**config.mk**
```make
export PLATFORM = sky130hd
export DESIGN_NAME = hazard_stall_ctrl
export DESIGN_NICKNAME = d
export VERILOG_FILES = /design/src/rtl/hazard_stall_ctrl.sv
export SDC_FILE = /design/constraint.sdc
export NUM_CORES = 1
export LEC_CHECK = 0
export ABC_AREA = 1
export CAP_MARGIN = 5
export CORE_MARGIN = 2
export CORE_UTILIZATION = 40
export DETAILED_ROUTE_END_ITERATION = 7
export DONT_BUFFER_PORTS = 1
export HOLD_SLACK_MARGIN = 0.1
export PLACE_DENSITY = 0.62
export SETUP_SLACK_MARGIN = 0.02
export SYNTH_ARGS = -nofsm -noshare
export SYNTH_HDL_FRONTEND = slang
export SYNTH_SLANG_ARGS = --single-unit
```
**constraint.sdc**
```tcl
create_clock -name clk -period 1.75 [get_ports clk]
set_clock_uncertainty 0.1 [all_clocks]
set_input_delay 0.525 -clock clk [delete_from_list [all_inputs] [get_ports clk]]
set_output_delay 0.525 -clock clk [all_outputs]
set_load 0.005 [all_outputs]
```
**src/rtl/hazard_stall_ctrl.sv**
```systemverilog
// Central stall/flush scheduler for the 5-stage core: merges load-use, MDU occupancy,
// MEM IO wait, taken-branch flush and external halt into one prefix-closed freeze vector.
module hazard_stall_ctrl #(
  parameter int unsigned MDU_LATENCY = 32,
  parameter int unsigned CNT_W       = 6
) (
  input  logic       clk,
  input  logic       rst,
  input  logic       chip_enable,
  input  logic       load_use_req,
  input  logic       mdu_start,
  input  logic       mem_wait,
  input  logic       branch_flag,
  input  logic       halt_req,
  output logic [5:0] stall,
  output logic       flush_if,
  output logic       bubble_ex,
  output logic       mdu_busy,
  output logic       mdu_done,
  output logic       halted
);

  localparam logic [5:0] MASK_NONE = 6'b000000;
  localparam logic [5:0] MASK_LU   = 6'b000011;
  localparam logic [5:0] MASK_MDU  = 6'b000111;
  localparam logic [5:0] MASK_MW   = 6'b001111;
  localparam logic [5:0] MASK_ALL  = 6'b111111;

  localparam logic [CNT_W-1:0] CNT_INIT = CNT_W'(MDU_LATENCY - 1);

  typedef enum logic [1:0] {
    S_IDLE,
    S_RUN,
    S_MDU,
    S_HALT
  } state_t;

  state_t           state, state_nxt;
  logic [CNT_W-1:0] cnt, cnt_nxt;
  logic [5:0]       stall_c;

  always_ff @(posedge clk) begin
    if (rst) begin
      state <= S_IDLE;
      cnt   <= '0;
    end else begin
      state <= state_nxt;
      cnt   <= cnt_nxt;
    end
  end

  // Masks are nested prefixes, so OR-ing contributions yields the largest one.
  always_comb begin
    state_nxt = state;
    cnt_nxt   = cnt;
    stall_c   = MASK_NONE;
    mdu_busy  = 1'b0;
    mdu_done  = 1'b0;
    halted    = 1'b0;

    case (state)
      S_IDLE: begin
        stall_c = MASK_ALL;
        if (chip_enable) state_nxt = S_RUN;
      end

      S_RUN: begin
        if (load_use_req) stall_c = stall_c | MASK_LU;
        if (mem_wait)     stall_c = stall_c | MASK_MW;
        if (halt_req)     stall_c = stall_c | MASK_ALL;
        if (mdu_start && !halt_req && !mem_wait) begin
          stall_c   = stall_c | MASK_MDU;
          cnt_nxt   = CNT_INIT;
          state_nxt = S_MDU;
        end else if (halt_req) begin
          state_nxt = S_HALT;
        end
      end

      S_MDU: begin
        mdu_busy = 1'b1;
        // halt_req is deferred here; it only steers the exit once the op finishes.
        if (cnt != '0) begin
          stall_c = stall_c | MASK_MDU;
          cnt_nxt = cnt - 1'b1;
        end else begin
          mdu_done  = 1'b1;
          state_nxt = halt_req ? S_HALT : S_RUN;
        end
        if (load_use_req) stall_c = stall_c | MASK_LU;
        if (mem_wait)     stall_c = stall_c | MASK_MW;
      end

      S_HALT: begin
        stall_c = MASK_ALL;
        halted  = 1'b1;
        if (!halt_req) state_nxt = S_RUN;
      end

      default: begin
        stall_c   = MASK_ALL;
        state_nxt = S_IDLE;
      end
    endcase

    if (!chip_enable) begin
      state_nxt = S_IDLE;
      cnt_nxt   = '0;
    end
  end

  assign stall     = stall_c;
  assign flush_if  = branch_flag & ~stall_c[1];
  assign bubble_ex = stall_c[1] & ~stall_c[2];

endmodule
```
==> results.sh <==
export IMPL_synth_nets=128
export IMPL_min_period_over_period_pct=114
export IMPL_maxCapViolCount=0
export IMPL_mostFrequentLayoutCell="nand2_1"
export IMPL_fmax_mhz=500
export IMPL_dpl_hpwl_um=1310
export IMPL_ios=19
export IMPL_cts_tree="done"
export IMPL_max_stage_delay_ns=0.38
export IMPL_post_route_util_pct=60.4
export IMPL_final_area_um2=1040
export IMPL_final_nets=154
export IMPL_reg2reg_from="cnt[0]"
export IMPL_vias=751
export IMPL_synth_xor_area_share_pct=0
export IMPL_htreeDepth=1
export IMPL_final_hold_viol_count=0
export IMPL_status="finished with violations"
export IMPL_tightest_slew_ns=0.241
export IMPL_p_leak_nw=0.498
export IMPL_grt_usage_pct=16.7
export IMPL_wl_per_cell_um=9.46
export IMPL_fin_crit_ns=2.00
export IMPL_ys_seq_area_share_pct=21.9
export IMPL_final_cell_mix="26 x nand2_1, 22 x buf_4, 16 x nor2_1, 12 x inv_1, 10 x nand3_1"
export IMPL_cts_root_buf="clkbuf_4"
export IMPL_synth_area_um2=732
export IMPL_maxSlewHeadroom_pct=83.9
export IMPL_synthToLayoutAreaGrowth_pct=42.6
export IMPL_hp_start="cnt[4]"
export IMPL_cts_buffers=3
export IMPL_synth_top_family_by_area="simple AND/OR/NAND/NOR gates"
export IMPL_slew_viol_final=0
export IMPL_cts_sinks=8
export IMPL_clock_latency_ns=0.25
export IMPL_fp_dieW_um=46.8
export IMPL_synth_adder_area_share_pct=6.84
export IMPL_drive_above_1_share_pct=45.0
export IMPL_min_path_type="reg -> reg"
export IMPL_path_cells="inv_4, ha_4, nor2_4, o21ai_2, inv_2, a22oi_2, buf_4"
export IMPL_wirelength_um=1560
export IMPL_antenna_cells=0
export IMPL_drt_iter0_drc=9
export IMPL_worst_setup_path_type="reg -> out"
export IMPL_overflow=0
export IMPL_cellPowerDensity_nw_per_um2=486
export IMPL_end_kind="output port"
export IMPL_firstDrtPassIters=4
export IMPL_drcViolationCount=0
export IMPL_place_gp_congestion=0.807
export IMPL_max_vdd_ir_drop_mv=0.502
export IMPL_coreArea_um2=1730
export IMPL_worst_slack_ns=-0.251
export IMPL_grt_pass1_vias=634
export IMPL_critical_path_slowest_cell="dfxtp_4"
export IMPL_grt_max_degree=7
export IMPL_die_area_um2=2190
export IMPL_grt_pass1_wl_um=2630
export IMPL_power_uw=507
export IMPL_yosys_area_top_type_share_pct=21.9
export IMPL_place_area_um2=941
export IMPL_place_ws_ns=-0.0808
export IMPL_synth_top_area_cell="dfxtp_1"
export IMPL_num_rows=15
export IMPL_clk_pin_slew_ns=0.05
export IMPL_cts_path_max_buffers=2
export IMPL_vias_per_cell=4.55
export IMPL_synth_area_leaders="dfxtp_1 22%, nand2_1 14%, inv_1 9.7%"
export IMPL_cp_max_fo=3
export IMPL_rsz0062_at_grt="yes"
export IMPL_ys_warn_count=0
export IMPL_startpoint_type="register"
export IMPL_arrival_ns=1.38
export IMPL_ys_types=21
export IMPL_setup_violations=9
export IMPL_ant_nets=0
export IMPL_initial_core_util_pct=42.4
export IMPL_postCtsHoldBufs=0
export IMPL_yosys_area_share_simple_pct=46.7
export IMPL_port_buffers=0
export IMPL_antenna_found_initial=0
export IMPL_violations="negative setup slack"
export IMPL_synth_cells=116
export IMPL_synth_compound_area_share_pct=10.3
export IMPL_die_height_um=46.8
export IMPL_synth_avg_cell_area_um2=6.31
export IMPL_cp_startpoint="state[0]"
export IMPL_worst_ep_required_time_ns=1.12
export IMPL_synthMuxAreaShare_pct=0
export IMPL_yosys_register_bits=8
-- worst paths after layout --
check	cells after the start	slack [ns]	endpoint
worst max-delay path	7	-0.25	stall[2]
worst min-delay path	2	0.41	cnt[4]
worst max register to register	12	0.19	cnt[0]
worst min register to register	2	0.41	cnt[4]
-- worst max-delay path: cells and delay by family, from the launching register on --
kind | cells | cell delay [ns]
DFF | 1 | 0.38
buffers and inverters | 3 | 0.23
AOI/OAI and AO/OA | 2 | 0.21
adders and majority gates | 1 | 0.27
and+or+nand+nor | 1 | 0.04
-- cell usage after synthesis --
| cell | instances |
|---|---|
| inv_2 | 3 |
| o21ai_0 | 2 |
| nand3_2 | 1 |
| ha_1 | 4 |
| nand4_4 | 1 |
| nand2_1 | 27 |
| a21oi_4 | 1 |
| nor2_4 | 2 |
| nor3_2 | 1 |
| inv_1 | 19 |
| a21oi_1 | 6 |
| nand3_1 | 11 |
| nand4_1 | 1 |
| a22oi_1 | 1 |
| nor2_1 | 18 |
| nand2_4 | 2 |
| dfxtp_1 | 8 |
| nand2_2 | 2 |
| buf_4 | 3 |
| a21boi_2 | 1 |
| nor2_2 | 2 |
-- logic make-up after synthesis --
family / count (synthesis)
AO/OA/AOI/OAI: 11
adder cells (fa/ha/maj): 4
buffers and inverters: 25
flip-flops: 8
AND/OR/NAND/NOR: 68
-- report_power, final --
group	internal [mW]	total [mW]	switching (mW)
clock	0.0782	0.136	0.0581
sequential	0.188	0.197	0.00881
combinational	0.0820	0.174	0.0917
-- flip-flops by register name, summed over array words and instances, names as in the netlist --
name,count
cnt,6
state,2
-- repair_timing --
action                     4_1_cts  5_1_grt
pin swaps                        6        8
gates cloned                     0        0
setup endpoints to repair        9        9
gates resized for setup         12        5
setup buffers                    4        1
-- metal layers --
metal	vias up	track usage [%]	wire length [µm]
met1	330	23.7	738
met3	2	2.31	43
met2	13	24.7	771
met5	-	0	0
met4	0	8.33	7
li1	406	-	-
-- cell type report --
type | instances | area (µm²)
multi-input combinational | 83 | 536
inverter | 22 | 87.6
fill | 181 | 683
sequential | 8 | 170
clock buffer | 3 | 22.5
timing repair buffer | 24 | 196
tap | 25 | 31.3
-- through the flow --
| stage | cells | setup TNS (ns) | hold slack (ns) |
|---|---|---|---|
| final | 165 | -1.48 | 0.415 |
| after global routing | 165 | -2.35 | 0.459 |
| after CTS | 164 | -1.54 | 0.414 |
| after detailed placement | 157 | -0.196 | 0.406 |
| after global placement | 157 | -0.0573 | 0.405 |
| after floorplan | 116 | -0.181 | 0.370 |
No activity file was read; power rests on OpenSTA's default activity.
